`src/rtl/vga_fml_arbiter.sv`:
```
// vga_fml_arbiter: shares one FML memory port between the VGA fetcher and
// the CPU Wishbone slave. Video reads pass straight through with absolute
// priority; CPU accesses are latched, issued in idle memory cycles and
// acknowledged with a single-cycle Wishbone-classic ack.
// Optional feature macro: VGA_FML_ARB_WRBUF_EN (one-entry posted write buffer).
module vga_fml_arbiter #(
   parameter int AW     = 17,
   parameter int DW     = 16,
   parameter int SW     = 2,
   parameter int RD_LAT = 3
) (
   input  logic          clk,
   input  logic          rst_n,
   input  logic          vid_stb_i,
   input  logic [AW-1:0] vid_adr_i,
   output logic [DW-1:0] vid_dat_o,
   input  logic          cpu_cyc_i,
   input  logic          cpu_stb_i,
   input  logic          cpu_we_i,
   input  logic [AW-1:0] cpu_adr_i,
   input  logic [SW-1:0] cpu_sel_i,
   input  logic [DW-1:0] cpu_dat_i,
   output logic [DW-1:0] cpu_dat_o,
   output logic          cpu_ack_o,
   output logic          mem_stb_o,
   output logic          mem_we_o,
   output logic [AW-1:0] mem_adr_o,
   output logic [SW-1:0] mem_sel_o,
   output logic [DW-1:0] mem_dat_o,
   input  logic [DW-1:0] mem_dat_i
);

   localparam int CW = (RD_LAT > 1) ? $clog2(RD_LAT) : 1;

   typedef enum logic [1:0] {IDLE, REQ, WAIT, ACK} state_t;

   state_t        state, state_nxt;
   logic [CW-1:0] cnt, cnt_nxt;
   logic          abort, abort_nxt;
   logic          wb_pend, wb_pend_nxt;
   logic          ack_q;
   logic          latch_en;
   logic          issue;
   logic          capture;

   logic [AW-1:0] lat_adr;
   logic          lat_we;
   logic [SW-1:0] lat_sel;
   logic [DW-1:0] lat_dat;

   // Next-state logic: video always wins, the CPU access waits in REQ for a free slot
   always_comb begin
      state_nxt   = state;
      cnt_nxt     = cnt;
      abort_nxt   = abort;
      wb_pend_nxt = wb_pend;
      latch_en    = 1'b0;
      issue       = 1'b0;
      capture     = 1'b0;
      case (state)
         IDLE: begin
            if (cpu_cyc_i && cpu_stb_i) begin
               latch_en  = 1'b1;
               abort_nxt = 1'b0;
`ifdef VGA_FML_ARB_WRBUF_EN
               if (cpu_we_i) begin
                  wb_pend_nxt = 1'b1;
                  state_nxt   = ACK;
               end else begin
                  state_nxt = REQ;
               end
`else
               state_nxt = REQ;
`endif
            end
         end
         REQ: begin
            if (wb_pend) begin
               // posted write drains regardless of the CPU bus state
               if (!vid_stb_i) begin
                  issue       = 1'b1;
                  wb_pend_nxt = 1'b0;
                  state_nxt   = IDLE;
               end
            end else if (!cpu_cyc_i) begin
               state_nxt = IDLE;
            end else if (!vid_stb_i) begin
               issue = 1'b1;
               if (lat_we) begin
                  state_nxt = ACK;
               end else begin
                  cnt_nxt   = CW'(RD_LAT - 1);
                  state_nxt = WAIT;
               end
            end
         end
         WAIT: begin
            if (!cpu_cyc_i) abort_nxt = 1'b1;
            if (cnt == '0) begin
               // the read word is consumed even for an abandoned cycle
               capture   = 1'b1;
               state_nxt = (abort || !cpu_cyc_i) ? IDLE : ACK;
            end else begin
               cnt_nxt = cnt - 1'b1;
            end
         end
         ACK: begin
            state_nxt = wb_pend ? REQ : IDLE;
         end
         default: state_nxt = IDLE;
      endcase
   end

   // Control state register
   always_ff @(posedge clk or negedge rst_n) begin
      if (!rst_n) begin
         state   <= IDLE;
         cnt     <= '0;
         abort   <= 1'b0;
         wb_pend <= 1'b0;
         ack_q   <= 1'b0;
      end else begin
         state   <= state_nxt;
         cnt     <= cnt_nxt;
         abort   <= abort_nxt;
         wb_pend <= wb_pend_nxt;
         ack_q   <= (state_nxt == ACK);
      end
   end

   // CPU request latch, loaded when a new access is accepted
   always_ff @(posedge clk or negedge rst_n) begin
      if (!rst_n) begin
         lat_adr <= '0;
         lat_we  <= 1'b0;
         lat_sel <= '0;
         lat_dat <= '0;
      end else if (latch_en) begin
         lat_adr <= cpu_adr_i;
         lat_we  <= cpu_we_i;
         lat_sel <= cpu_sel_i;
         lat_dat <= cpu_dat_i;
      end
   end

   // CPU read data register, holds until the next read capture
   always_ff @(posedge clk or negedge rst_n) begin
      if (!rst_n) begin
         cpu_dat_o <= '0;
      end else if (capture) begin
         cpu_dat_o <= mem_dat_i;
      end
   end

   assign cpu_ack_o = ack_q;
   assign vid_dat_o = mem_dat_i;

   // memory port mux: video is combinational so the fetcher keeps its fixed pipe timing
   assign mem_stb_o = vid_stb_i | issue;
   assign mem_we_o  = vid_stb_i ? 1'b0 : (issue & lat_we);
   assign mem_adr_o = vid_stb_i ? vid_adr_i : lat_adr;
   assign mem_sel_o = vid_stb_i ? {SW{1'b1}} : lat_sel;
   assign mem_dat_o = lat_dat;

endmodule
```
`config.mk`:
```
export PLATFORM = sky130hd
export DESIGN_NAME = vga_fml_arbiter
export DESIGN_NICKNAME = d
export VERILOG_FILES = /design/src/rtl/vga_fml_arbiter.sv
export SDC_FILE = /design/constraint.sdc
export NUM_CORES = 1
export LEC_CHECK = 0
export ABC_AREA = 1
export CAP_MARGIN = 20
export CORE_MARGIN = 2
export CORE_UTILIZATION = 35
export DETAILED_ROUTE_END_ITERATION = 12
export PLACE_DENSITY = 0.76
export SLEW_MARGIN = 20
export SYNTH_ARGS = -nofsm -noshare
export SYNTH_HDL_FRONTEND = slang
export SYNTH_SLANG_ARGS = --single-unit
```
`constraint.sdc`:
```
create_clock -name clk -period 1.15 [get_ports clk]
set_clock_uncertainty 0.05 [all_clocks]
set_input_delay 0.1725 -clock clk [delete_from_list [all_inputs] [get_ports clk]]
set_output_delay 0.1725 -clock clk [all_outputs]
set_load 0.005 [all_outputs]
```
Word-level counts from Yosys, hierarchy flattened
Cells that the tools add are included.

operators by class
  eq/ne operators = 11
  add/sub/neg operators = 1
  reductions and logical operators = 9
  bitwise operators = 2
  multiplexer cells = 32

operators with widths
  kind                 number
  $mux 2               13
  $mux 17              1
  $mux 1               15
  $ne 2x2->1 const B   7
  $pmux 2 s4           1
  $eq 2x2->1 const B   3
  $reduce_and 6->1     1
  $logic_not 2->1      2
  $pmux 2 s2           1
  $reduce_bool 2->1    2
  $reduce_and 3->1     1
  $eq 2x1->1 const B   1
  $pmux 1 s2           1
  $sub 2x1->2 const B  1
  $and 1x1->1          1
  $logic_and 1x1->1    1
  $logic_not 1->1      1
  $logic_or 1x1->1     1
  $or 1x1->1           1

storage, ports and cells
  register bits = 59
  output and inout bits = 70

Depth between registers and ports, before layout
  depth in word-level cells = 6
  depth in mapped cells = 8
  gate-level depth less buffers = 8

Worst setup path before layout
Ideal clock, no wire load.

  kind = register to register
  from = register cnt[0]
  to = register cnt[1]
  library setup time = 0.116 ns
  data arrival time = 1.120 ns
  buffers on the path = 0
  period minus slack after synthesis = 1.286 ns
  cell stages (with the launch flop) = 9
  data required time = 0.984 ns
  setup slack = -0.136 ns
  cells stage by stage = dfrtp_1 > inv_1 > ha_1 > nand3_2 > inv_2 > nor2_1 > nand2_1 > nand2_1 > nand2_1

on the way
  longest elaborated chain between the ends = 3

RTL lines
  element                                         line     text
  start, declared                                 38       logic [CW-1:0] cnt, cnt_nxt;
  start signal, assigned                          124      cnt <= cnt_nxt;
  $sub 2x1->2 or $logic_not 2->1 (tied branches)  104, 99
  $mux 2 or $ne 2x2->1 (tied branches)            -
  $pmux 2 s2 or $reduce_and 6->1 (tied branches)  -

Several ways; a longest one is shown, not always the timed one. The select of a mux whose other input is x is not followed.
A chain may end at the register's enable or synchronous reset.

Worst setup path in the final report
  from = register state[1]
  to = output port mem_we_o

on the way
  longest elaborated chain between the ends = 4

RTL lines
  element                 line  text
  start, declared         37    state_t state, state_nxt;
  start signal, assigned  123   state <= state_nxt;
  $eq 2x1->1              60    case (state)
  $mux 1                  60
  $and 1x1->1             160   assign mem_we_o = vid_stb_i ? 1'b0 : (issue & lat_we);
  $mux 1                  160
  end, declared           26    output logic mem_we_o,

Every way passes these cells.

==> run metrics <==
area inside the core boundary 7607 sq um; CP startpoint kind register; clock tree root driver cell sky130_fd_sc_hd__clkbuf_8; Worst EP arrival 1.25 ns; layout cell share with drive strength beyond 1 0.4867; type of the worst setup path register to output port; maximum single-stage delay on the critical path about 0.39 ns; maximum number of pins on one net before global-route repair 60; top library cells by usage in the layout, fill and taps aside sky130_fd_sc_hd__nand2_1 (129), sky130_fd_sc_hd__clkdlybuf4s50_1 (70), sky130_fd_sc_hd__nand2_2 (66), sky130_fd_sc_hd__dfrtp_1 (59), sky130_fd_sc_hd__buf_4 (51); violated checks negative setup slack; main combinational cell family by area after synthesis simple AND/OR/NAND/NOR gates; CTS HTree Levels 3; hold violation total from the final report 0; clock tree from TritonCTS yes; tightest hold margin 0.1871 ns; share of synthesized area occupied by flip-flops and latches 0.5471; CP required between 0.9 and 1 ns; die width 91.81 um; pre-CTS WS -0.6976 ns; slew of the pin with the lowest slew margin 0.3141 ns; Worst Setup End Kind output port; detailed placer's ending HPWL 5634 um; timing-limited maximum frequency 680.4 MHz; met3 routed WL 670 um; library cell appearing most often on the critical path sky130_fd_sc_hd__nand2_2; Via Count 2994; total congestion overflow 0; cell count after synthesis around 350; #FFs+latches synth 59; final core area utilization 0.7262; library cell occupying the most area in the post-synthesis netlist sky130_fd_sc_hd__dfrtp_1; number of optimization iterations in the first detailed-route pass 4; Inserted Clock Buffers 9; cell with the largest stage delay on the worst path sky130_fd_sc_hd__dfrtp_1; Total Power roughly 12 mW; antenna violations before repair 0; Boundary Pins between 100 and 150; final-report max-slew violation count 0; starting density of the core 0.3548; port bufs 143; sum of routed wire length over all layers between 9000 and 10000 um; peak ir drop on the vdd network 1.157 mV; synthesized-area fraction occupied by adder cells 0.004636; Cells after DPL about 600; global-route wire length before repair 14280 um; crit path time final 1.470 ns; post-synth net total around 430; post-route clock period utilization 1.278; std cell rows 32; max cap viols 0; worst-case headroom to the max-slew limit 0.7906; number of design-rule violations left by the first detailed-router iteration 49; simple-gate portion of the synthesized area 0.3435; fillers 588; clock insertion delay at the later pin of the skew report 0.33 ns; WP buf/inv 2; worst setup margin -0.3197 ns; vertical die dimension 91.81 um; Layout area overhead 104.7%; via count of the first global-routing pass 3024; cell-by-cell listing of the critical path inv_1 -> nand2_2 -> nor2_4 -> nand2_2 -> nor2_2 -> buf_2; CTS sink cnt 59; Final nets between 600 and 700; Antenna Diode Count 0; buffer depth of the longest clock path 2; Synth Area in Compound Gates 0.01298; detailed-routed wire length on met2 between 5000 and 6000 um; Synth Area per Inst 7.689 sq um; placer congestion estimate approximately 0.77; number of warnings reported in the yosys synthesis log 0; global routing usage summed across all routing layers 0.2168; Pwr Density 2165 nW/um^2; xor/xnor cell area share of the yosys netlist 0; via/cell ratio between 4 and 5; remaining design rule violation count 0; netlist area before placement between 2000 and 3000 sq um; RSZ-0062 raised after global routing yes; post-route antenna net violation count 0; unique cell type count in the Yosys netlist 16; Final setup violation count 77; Clk pin slew, worst setup/hold paths approximately 0.070 ns; family with the most delay on the worst path flip-flops; Hold WC Path Type input pin to register; fraction of post-synthesis cell area in the top cell type by area 0.5471; routed length per instance 14.30 um; outcome finished, violations left; post-route non-filler standard cell count 667; maximum fanout count along the critical path 2; DRT met1 WL 3725 um; multiplexer fraction of the synthesized cell area 0; cell leakage power around 2.9 nW; top routing layer used met4; DIE AREA 8429 sq um; commonest non-fill, non-tap cell in the layout sky130_fd_sc_hd__nand2_1; ranking of synthesized cells by area sky130_fd_sc_hd__dfrtp_1 (55%), sky130_fd_sc_hd__nand2_1 (31%), sky130_fd_sc_hd__buf_4 (4.5%)
power breakdown:
| part | leakage [nW] | switching [mW] | total [mW] | internal [mW] |
|---|---|---|---|---|
| registers | 0.732 | 0.681 | 3.77 | 3.09 |
| clock network | 0.115 | 0.827 | 2.15 | 1.33 |
| logic | 2.06 | 2.64 | 6.04 | 3.40 |
| total | 2.90 | 4.15 | 12.0 | 7.81 |
what timing repair did:
item                                   in CTS  in global routing
resized for setup                         294                121
setup endpoints to repair                 127                 88
hold buffers                                1                  0
endpoints found under the hold margin      59                  0
pin swaps                                  34                 49
setup buffers                              23                 18
gates cloned                                9                  1
Yosys cell counts:
| library cell | instances |
|---|---|
| sky130_fd_sc_hd__a21oi_1 | 3 |
| sky130_fd_sc_hd__buf_4 | 16 |
| sky130_fd_sc_hd__inv_1 | 13 |
| sky130_fd_sc_hd__nand3_1 | 5 |
| sky130_fd_sc_hd__dfrtp_1 | 59 |
| sky130_fd_sc_hd__nor2_2 | 1 |
| sky130_fd_sc_hd__or2_2 | 2 |
| sky130_fd_sc_hd__nor2_1 | 9 |
| sky130_fd_sc_hd__inv_2 | 2 |
| sky130_fd_sc_hd__buf_2 | 6 |
| sky130_fd_sc_hd__ha_1 | 1 |
| sky130_fd_sc_hd__clkbuf_1 | 5 |
| sky130_fd_sc_hd__nand3_2 | 2 |
| sky130_fd_sc_hd__o21ai_0 | 4 |
| sky130_fd_sc_hd__nand2_1 | 221 |
| sky130_fd_sc_hd__buf_6 | 2 |
kinds of logic after synthesis:
family	after synthesis
compound gates	7
flops	59
fa+ha+maj	1
buf+inv	44
simple gates	240
layout make-up:
| type | count | area, sq um | area share |
|---|---|---|---|
| well taps | 102 | 127.6 | 0.02310 |
| repair buffers | 228 | 2171 | 0.3930 |
| flip-flops and latches | 59 | 1476 | 0.2673 |
| multi-input cells | 248 | 1450 | 0.2625 |
| clock buffers | 11 | 151.4 | 0.02741 |
| clock inverters | 4 | 73.82 | 0.01336 |
| inverters | 15 | 73.82 | 0.01336 |
metrics by stage:
step	area (sq um)	TNS, ns
6_report	5524	-12.94
4_1_cts	5059	-15.30
5_1_grt	5524	-16.72
3_3_place_gp	4412	-31.64
3_5_place_dp	4412	-32.89
2_1_floorplan	2726	-1.738
sequential cells by signal, summed over array words and instances (netlist names):
| register | count |
|---|---|
| state | 2 |
| lat_sel | 2 |
| cpu_ack_o | 1 |
| cnt | 2 |
| mem_dat_o | 16 |
| abort | 1 |
| cpu_dat_o | 16 |
| lat_adr | 17 |
| wb_pend | 1 |
| lat_we | 1 |
worst register-to-register path, delay by kind of cell, from the launching register on:
kind | cells | cell delay, ns
simple gates | 4 | 0.39
flops | 1 | 0.40
buf+inv | 4 | 0.54
path summary, 6_finish.rpt:
kind	end	slack (ns)	start	depth (start not counted)
max	mem_we_o	-0.32	state[1]	6
min reg2reg	cpu_dat_o[2]	0.43	cpu_dat_o[2]	2
max reg2reg	lat_adr[7]	-0.28	state[0]	8
min	cpu_dat_o[8]	0.19	mem_dat_i[8]	3
min in group asynchronous	mem_dat_o[12]	0.34	rst_n	3
max in group asynchronous	cpu_dat_o[1]	0.44	rst_n	3
routing by layer:
layer / global-route usage / up-vias
li1: - / 1465
met1: 0.2481 / 1399
met2: 0.3928 / 120
met3: 0.05588 / 10
met4: 0.07214 / 0
met5: 0 / -
Note: power is estimated with default switching activity, not from simulation.
